==> src/rtl/sample_packer.sv <==
// Packs 1-bit I/Q sample pairs into 2*SAMPLES-bit words.
// Each word is staged for one cycle, then queued in a 2-entry valid/ready
// output FIFO. m_tlast marks the last word of every FRAME-word frame.
// Words that arrive while the FIFO is full and not draining are dropped;
// each drop is recorded in a sticky overflow flag and a saturating counter.
module sample_packer #(
  parameter int SAMPLES = 8,
  parameter int FRAME   = 64
) (
  input  logic                 clk16,
  input  logic                 rst_n,
  input  logic                 en,
  input  logic                 strobe,
  input  logic                 data_i,
  input  logic                 data_q,
  input  logic                 clear,
  output logic [2*SAMPLES-1:0] m_tdata,
  output logic                 m_tvalid,
  output logic                 m_tlast,
  input  logic                 m_tready,
  output logic                 overflow,
  output logic [7:0]           drops
);

  localparam int WW   = 2 * SAMPLES;
  localparam int IDXW = (SAMPLES > 1) ? $clog2(SAMPLES) : 1;
  localparam int FRMW = (FRAME > 1) ? $clog2(FRAME) : 1;

  typedef enum logic {IDLE, FILL} state_t;

  state_t            state_q, state_d;
  logic              capture, abort, last_slot, complete;
  logic [IDXW-1:0]   sample_idx_q;
  logic [FRMW-1:0]   frame_cnt_q;
  logic [WW-1:0]     word_q;
  logic              pend_q, pend_last_q;
  logic [WW-1:0]     mem_q [2];
  logic              last_mem_q [2];
  logic              rd_ptr_q, wr_ptr_q;
  logic [1:0]        count_q;
  logic              pop, full, push_ok, drop;
  logic              overflow_q;
  logic [7:0]        drops_q;

  // State register of the capture FSM
  always_ff @(posedge clk16 or negedge rst_n) begin
    if (!rst_n) state_q <= IDLE;
    else        state_q <= state_d;
  end

  // Enable moves between IDLE and FILL
  always_comb begin
    state_d = state_q;
    case (state_q)
      IDLE:    if (en)  state_d = FILL;
      FILL:    if (!en) state_d = IDLE;
      default: state_d = IDLE;
    endcase
  end

  // Strobes only count while filling with enable still high; dropping enable aborts the word
  always_comb begin
    capture = 1'b0;
    abort   = 1'b0;
    if (state_q == FILL) begin
      capture = en && strobe;
      abort   = !en;
    end
  end

  assign last_slot = (sample_idx_q == IDXW'(SAMPLES - 1));
  assign complete  = capture && last_slot;

  // Slot capture, word staging and frame position tracking
  always_ff @(posedge clk16 or negedge rst_n) begin
    if (!rst_n) begin
      sample_idx_q <= '0;
      frame_cnt_q  <= '0;
      word_q       <= '0;
      pend_q       <= 1'b0;
      pend_last_q  <= 1'b0;
    end else begin
      pend_q      <= complete;
      pend_last_q <= complete && (frame_cnt_q == FRMW'(FRAME - 1));
      if (abort) begin
        sample_idx_q <= '0;
        frame_cnt_q  <= '0;
      end else if (capture) begin
        word_q[{sample_idx_q, 1'b0} +: 2] <= {data_q, data_i};
        if (last_slot) begin
          sample_idx_q <= '0;
          frame_cnt_q  <= (frame_cnt_q == FRMW'(FRAME - 1)) ? '0 : frame_cnt_q + 1'b1;
        end else begin
          sample_idx_q <= sample_idx_q + 1'b1;
        end
      end
    end
  end

  assign m_tvalid = (count_q != 2'd0);
  assign full     = (count_q == 2'd2);
  assign pop      = m_tvalid && m_tready;
  assign push_ok  = pend_q && (!full || pop);
  assign drop     = pend_q && full && !pop;
  assign m_tdata  = m_tvalid ? mem_q[rd_ptr_q] : '0;
  assign m_tlast  = m_tvalid && last_mem_q[rd_ptr_q];

  // Two-entry output FIFO; a full FIFO being popped still accepts a push
  always_ff @(posedge clk16 or negedge rst_n) begin
    if (!rst_n) begin
      for (int i = 0; i < 2; i++) begin
        mem_q[i]      <= '0;
        last_mem_q[i] <= 1'b0;
      end
      rd_ptr_q <= 1'b0;
      wr_ptr_q <= 1'b0;
      count_q  <= 2'd0;
    end else begin
      if (push_ok) begin
        mem_q[wr_ptr_q]      <= word_q;
        last_mem_q[wr_ptr_q] <= pend_last_q;
        wr_ptr_q             <= ~wr_ptr_q;
      end
      if (pop) rd_ptr_q <= ~rd_ptr_q;
      case ({push_ok, pop})
        2'b10:   count_q <= count_q + 2'd1;
        2'b01:   count_q <= count_q - 2'd1;
        default: count_q <= count_q;
      endcase
    end
  end

  // Overflow bookkeeping; a drop in the same cycle as clear is still recorded
  always_ff @(posedge clk16 or negedge rst_n) begin
    if (!rst_n) begin
      overflow_q <= 1'b0;
      drops_q    <= 8'd0;
    end else if (clear) begin
      overflow_q <= drop;
      drops_q    <= {7'd0, drop};
    end else if (drop) begin
      overflow_q <= 1'b1;
      if (drops_q != 8'hFF) drops_q <= drops_q + 8'd1;
    end
  end

  assign overflow = overflow_q;
  assign drops    = drops_q;

endmodule

==> config.mk <==
export PLATFORM = sky130hd
export DESIGN_NAME = sample_packer
export DESIGN_NICKNAME = d
export VERILOG_FILES = /design/src/rtl/sample_packer.sv
export SDC_FILE = /design/constraint.sdc
export NUM_CORES = 1
export LEC_CHECK = 0
export BUFFER_PORTS_ARGS = -buffer_cell sky130_fd_sc_hd__buf_2
export CORE_ASPECT_RATIO = 1.75
export CORE_MARGIN = 1.5
export CORE_UTILIZATION = 51
export CTS_BUF_LIST = sky130_fd_sc_hd__clkbuf_4
export CTS_CLUSTER_DIAMETER = 100
export DETAILED_ROUTE_END_ITERATION = 8
export PLACE_DENSITY = 0.7
export SETUP_SLACK_MARGIN = 0.4
export SYNTH_ARGS = -nofsm -noshare
export SYNTH_HDL_FRONTEND = slang
export SYNTH_SLANG_ARGS = --single-unit
==> constraint.sdc <==
create_clock -name clk16 -period 2.8 [get_ports clk16]
set_clock_uncertainty 0.1 [all_clocks]
set_input_delay 0.28 -clock clk16 [delete_from_list [all_inputs] [get_ports clk16]]
set_output_delay 0.28 -clock clk16 [all_outputs]
set_load 0.05 [all_outputs]
## Word level (Yosys, flattened, before mapping)

Cells that the tools add are included.

- Bits in registers: 75
- Bits of input ports: 8
- Output and inout port bits: 27
- Word-level logic and storage cells: 89

- Add/subtract/negate cells: 6
- Order comparisons: 3
- Eq/ne operators: 6
- Shift-type cells: 2
- Muxes and demuxes: 30
- Bitwise gates (word level): 5
- Reduce and logical (&&, ||, !) cells: 22

Operator list:

| cell | number |
|---|---|
| $mux W16 | 5 |
| $bwmux W32 | 1 |
| $mux W6 | 4 |
| $mux W8 | 3 |
| $bwmux W16 | 1 |
| $demux W16 S1 | 1 |
| $shift A2 B6 Y16 const A | 1 |
| $shiftx A2 B6 Y16 | 1 |
| $reduce_bool A2 Y1 | 6 |
| $logic_and A1 B1 Y1 | 9 |
| $mux W1 | 9 |
| $mux W3 | 3 |
| $add A8 B1 Y8 const B | 1 |
| $ne A8 B8 Y1 const B | 1 |
| $add A6 B1 Y6 const B | 1 |
| $eq A6 B6 Y1 const B | 1 |
| $neg A4 Y6 | 1 |
| $reduce_and A2 Y1 | 3 |
| $eq A2 B2 Y1 const B | 2 |
| $ge A2 B2 Y1 const B | 2 |
| $not A1 Y2 | 2 |
| $pmux W2 S2 | 1 |
| $add A3 B1 Y3 const B | 1 |
| $eq A3 B3 Y1 const B | 1 |
| other kinds (9) | 13 |

## Logic depth before layout (Yosys ltp)

- Depth after elaboration: 6
- Depth in mapped cells: 7

## Worst setup path before layout

No wires, ideal clock.

- Path kind: register -> output
- Start point: register rd_ptr_q
- End point: output m_tdata[10]
- Arrival time: 1.566 ns
- Path slack: 0.854 ns
- Cell stages (with the launch flop): 5
- Cells stage by stage: dfrtp_1 buf_2 buf_2 mux2i_1 nor2_1

- Longest elaborated chain between the ends: 5

Ends and longest elaborated chain:

| what | RTL line | text |
|---|---|---|
| from (decl) | 39 | `logic rd_ptr_q, wr_ptr_q;` |
| from (signal assigned) | 124 | `if (pop) rd_ptr_q <= ~rd_ptr_q;` |
| $not A1 Y2 (implied by the code) | 105 | `assign m_tdata = m_tvalid ? mem_q[rd_ptr_q] : '0;` |
| $mux W16 (implied by the code) (3 in a row) | 105 |  |
| $mux W16 | 105 |  |
| to (decl) | 17 | `output logic [2*SAMPLES-1:0] m_tdata,` |

Every way passes these cells. The select of a mux whose other input is x is not followed.

## Worst setup path after layout

- Start point: register sample_idx_q[0]
- End point: register word_q[7]

- Longest elaborated chain between the ends: 3
- Elaborated cells between the ends (all ways): 4
- Classes of those cells: add/sub (1); shift (2); mux (1)

Ends and longest elaborated chain:

| what | RTL line | text |
|---|---|---|
| from (decl) | 33 | `logic [IDXW-1:0] sample_idx_q;` |
| from (signal assigned) | 94 | `sample_idx_q <= sample_idx_q + 1'b1;` |
| $neg A4 Y6 * | 89 | `word_q[{sample_idx_q, 1'b0} +: 2] <= {data_q, data_i};` |
| $shiftx A2 B6 Y16 or $shift A2 B6 Y16 (tied branches) | 89 |  |
| $bwmux W16 * | 89 |  |
| to (signal, indexed assignment) | 89 |  |
| to (decl) | 35 | `logic [WW-1:0] word_q;` |

Every way passes the cells marked *; elsewhere a longest branch is shown, timed or not.
A chain may end at the register's enable or synchronous reset.

==> impl_metrics.ini <==
[global_route]
grt_max_degree = 31
antenna_found_initial = 0
grt_pass1_wl_um = 11100
gr-total-overflow = 0
track_usage_pct = 19.6
grt_pass1_vias = 2354

[routing]
drt-total-wl_um = 6580
avgRoutedWirePerCell_um = 15.6
antenna_left = 0
post-route-drc-count = 0
drt_pre_antenna_iters = 4
drt-initial-drc-count = 64
routed_via_density = 5.47
vias = 2310

[clocking]
clock_latency_ps = 430
htree_num_levels = 3
tritoncts = done
numCtsBuffers = 9
clk_path_buf_depth = 2
clk_pin_slew_ps = 110
clkSinkCount = 75
root_buffer = clkbuf_4

[power]
power.total_w = 0.00214
peakVddDrop_mv = 0.387
p_leak_nw = 2.03
power_density_mw_per_mm2 = 537

[placed_design]
gp_routability_congestion = 0.809
place_ws_ps = 558
hpwl_um = 4790
port_buffers = 34

[sta]
min_period_ps = 2230
hold_viol = 0
setup_violations = 0
slew_headroom_pct = 56.1
tns_ps = 0
fin_ws_ps = 567
post-route-period-util_pct = 79.8
fmax_ghz = 0.448
worst_pin_slew_ps = 656
hold_slack_ps = 33.5
drv_slew = 0
rsz0062_at_grt = no

[layout]
diodes = 0
drive_above_1_share_pct = 32.2
syn2layout_area_growth_pct = 10.8
final_cell_mix = dfrtp_1, mux2_2, buf_2
final_common_cell = dfrtp_1
fill_cells = 574
final_nets = 351

[synth]
synth_cell_types = 42
syn-num-nets = 308
synth_adder_area_share_pct = 3.49
synth_edf_count = 0
synth_top_family_by_area = multiplexers
ys_async_sr_fraction_pct = 100
ys_warn_count = 0
yosysSeqAreaShare_pct = 52.3
synthFlopType = dfrtp_1
synth_compound_area_share_pct = 4.95
synth-seq-cells = 75
syn_avg_cell_area_um2 = 12.4
muxShareOfSynthArea_pct = 22.3
synthSimpleGateAreaFrac_pct = 12.1
synth_area_mm2 = 0.00359
synthXorXnorAreaFrac_pct = 2.44
synth_cells = 290

[setup_path]
end_kind = flip-flop
critical_path_class = reg2reg
path_max_fanout = 8
crit_arrival_ps = 2450
cp-start-kind = flip-flop
worstPathRequired_ps = 3020

[die]
start_util_pct = 52.3
dieHeight_um = 114
core_mm2 = 0.00686
io_pins = 35
die-area_mm2 = 0.00757
rows = 40
die_x_um = 66.4

[hold_path]
min_path_type = in2reg

[run]
drv_cap = 0

[run_status]
status = completed
==> critical path: stages, from the launching register on <==
cell and delay (ps):
dfrtp_1 480, inv_1 170, ha_1 250, ha_1 330
nor3b_1 360, nand2_1 150, mux2_2 290
==> cells in the mapped netlist, types with 4 or more instances <==
cell type / n / area share, %
and3_1: 5 / 0.87
dfrtp_1: 75 / 52
ha_1: 10 / 3.5
inv_1: 8 / 0.84
mux2_2: 40 / 13
mux2_4: 10 / 4.2
mux2i_1: 20 / 5.6
nand2_1: 16 / 1.7
nand3_1: 5 / 0.70
nand4_1: 4 / 0.70
nor2_1: 32 / 3.3
nor2b_1: 4 / 0.70
nor3_1: 7 / 0.98
o21ai_0: 5 / 0.70
xnor2_1: 7 / 1.7
==> sequential cells by signal, summed over array words and instances, names as in the netlist, 2 cells and up <==
name and flops:
sample_idx_q 3, word_q 16, mem_q 32, count_q 2, frame_cnt_q 6, last_mem_q 2
drops 8
==> kinds of logic (layout without fill, tap and decap cells) <==
group	Yosys count	after routing
AOI/OAI and AO/OA	22	22
buffers and inverters	18	66
muxes	70	70
DFF	75	75
xor gates and xnor gates	10	10
adders and majority gates	10	10
and+or+nand+nor	85	85
==> cell type report <==
class	count	area [um2]	share of cell area, %
clock buffers	12	90.1	2.26
multi-input cells	197	1630	40.9
inverters	9	33.8	0.849
repair buffers	41	228	5.73
well taps	84	105	2.64
clock inverters	4	17.5	0.440
flip-flops and latches	75	1880	47.2
==> metal layers <==
layer | vias to the layer above | GRT usage (%) | share of wire, %
li1 | 1118 | - | -
met4 | 0 | 8.71 | 2.5
met3 | 13 | 6.11 | 3.6
met1 | 1142 | 22.5 | 42
met5 | - | 0 | 0
met2 | 37 | 33.1 | 52
==> through the flow <==
stage,instance area (um2),cells,util [%]
final,3980,422,58.0
after global routing,3980,422,58.0
after CTS,3980,422,58.0
after detailed placement,3850,404,56.1
after global placement,3850,404,56.1
after floorplan,3590,290,-
==> path summary, 6_finish.rpt <==
check / startpoint / end / slack [ps] / cells past startpoint
worst max-delay path: sample_idx_q[0] / word_q[7] / 570 / 6
worst min-delay path: clear / drops[5] / 30 / 2
worst max register to register: sample_idx_q[0] / word_q[7] / 570 / 6
worst min register to register: mem_q[13] / mem_q[13] / 410 / 1
max in group asynchronous: rst_n / frame_cnt_q[5] / 1560 / 3
min in group asynchronous: rst_n / word_q[11] / 250 / 2
==> timing repair <==
| item | CTS | global route |
|---|---|---|
| hold buffers | 2 | 0 |
| setup buffers | 0 | 0 |
| endpoints found under the setup margin | 1 | 0 |
| endpoints found under the hold margin | 23 | 0 |
| resized for setup | 1 | 0 |
==> power by group <==
part           total, W  switching, W  internal, W
clock network  0.000554      0.000349     0.000205
registers       0.00118     0.0000550      0.00113
logic          0.000401      0.000248     0.000153
Power figures use the tool's default switching activity.
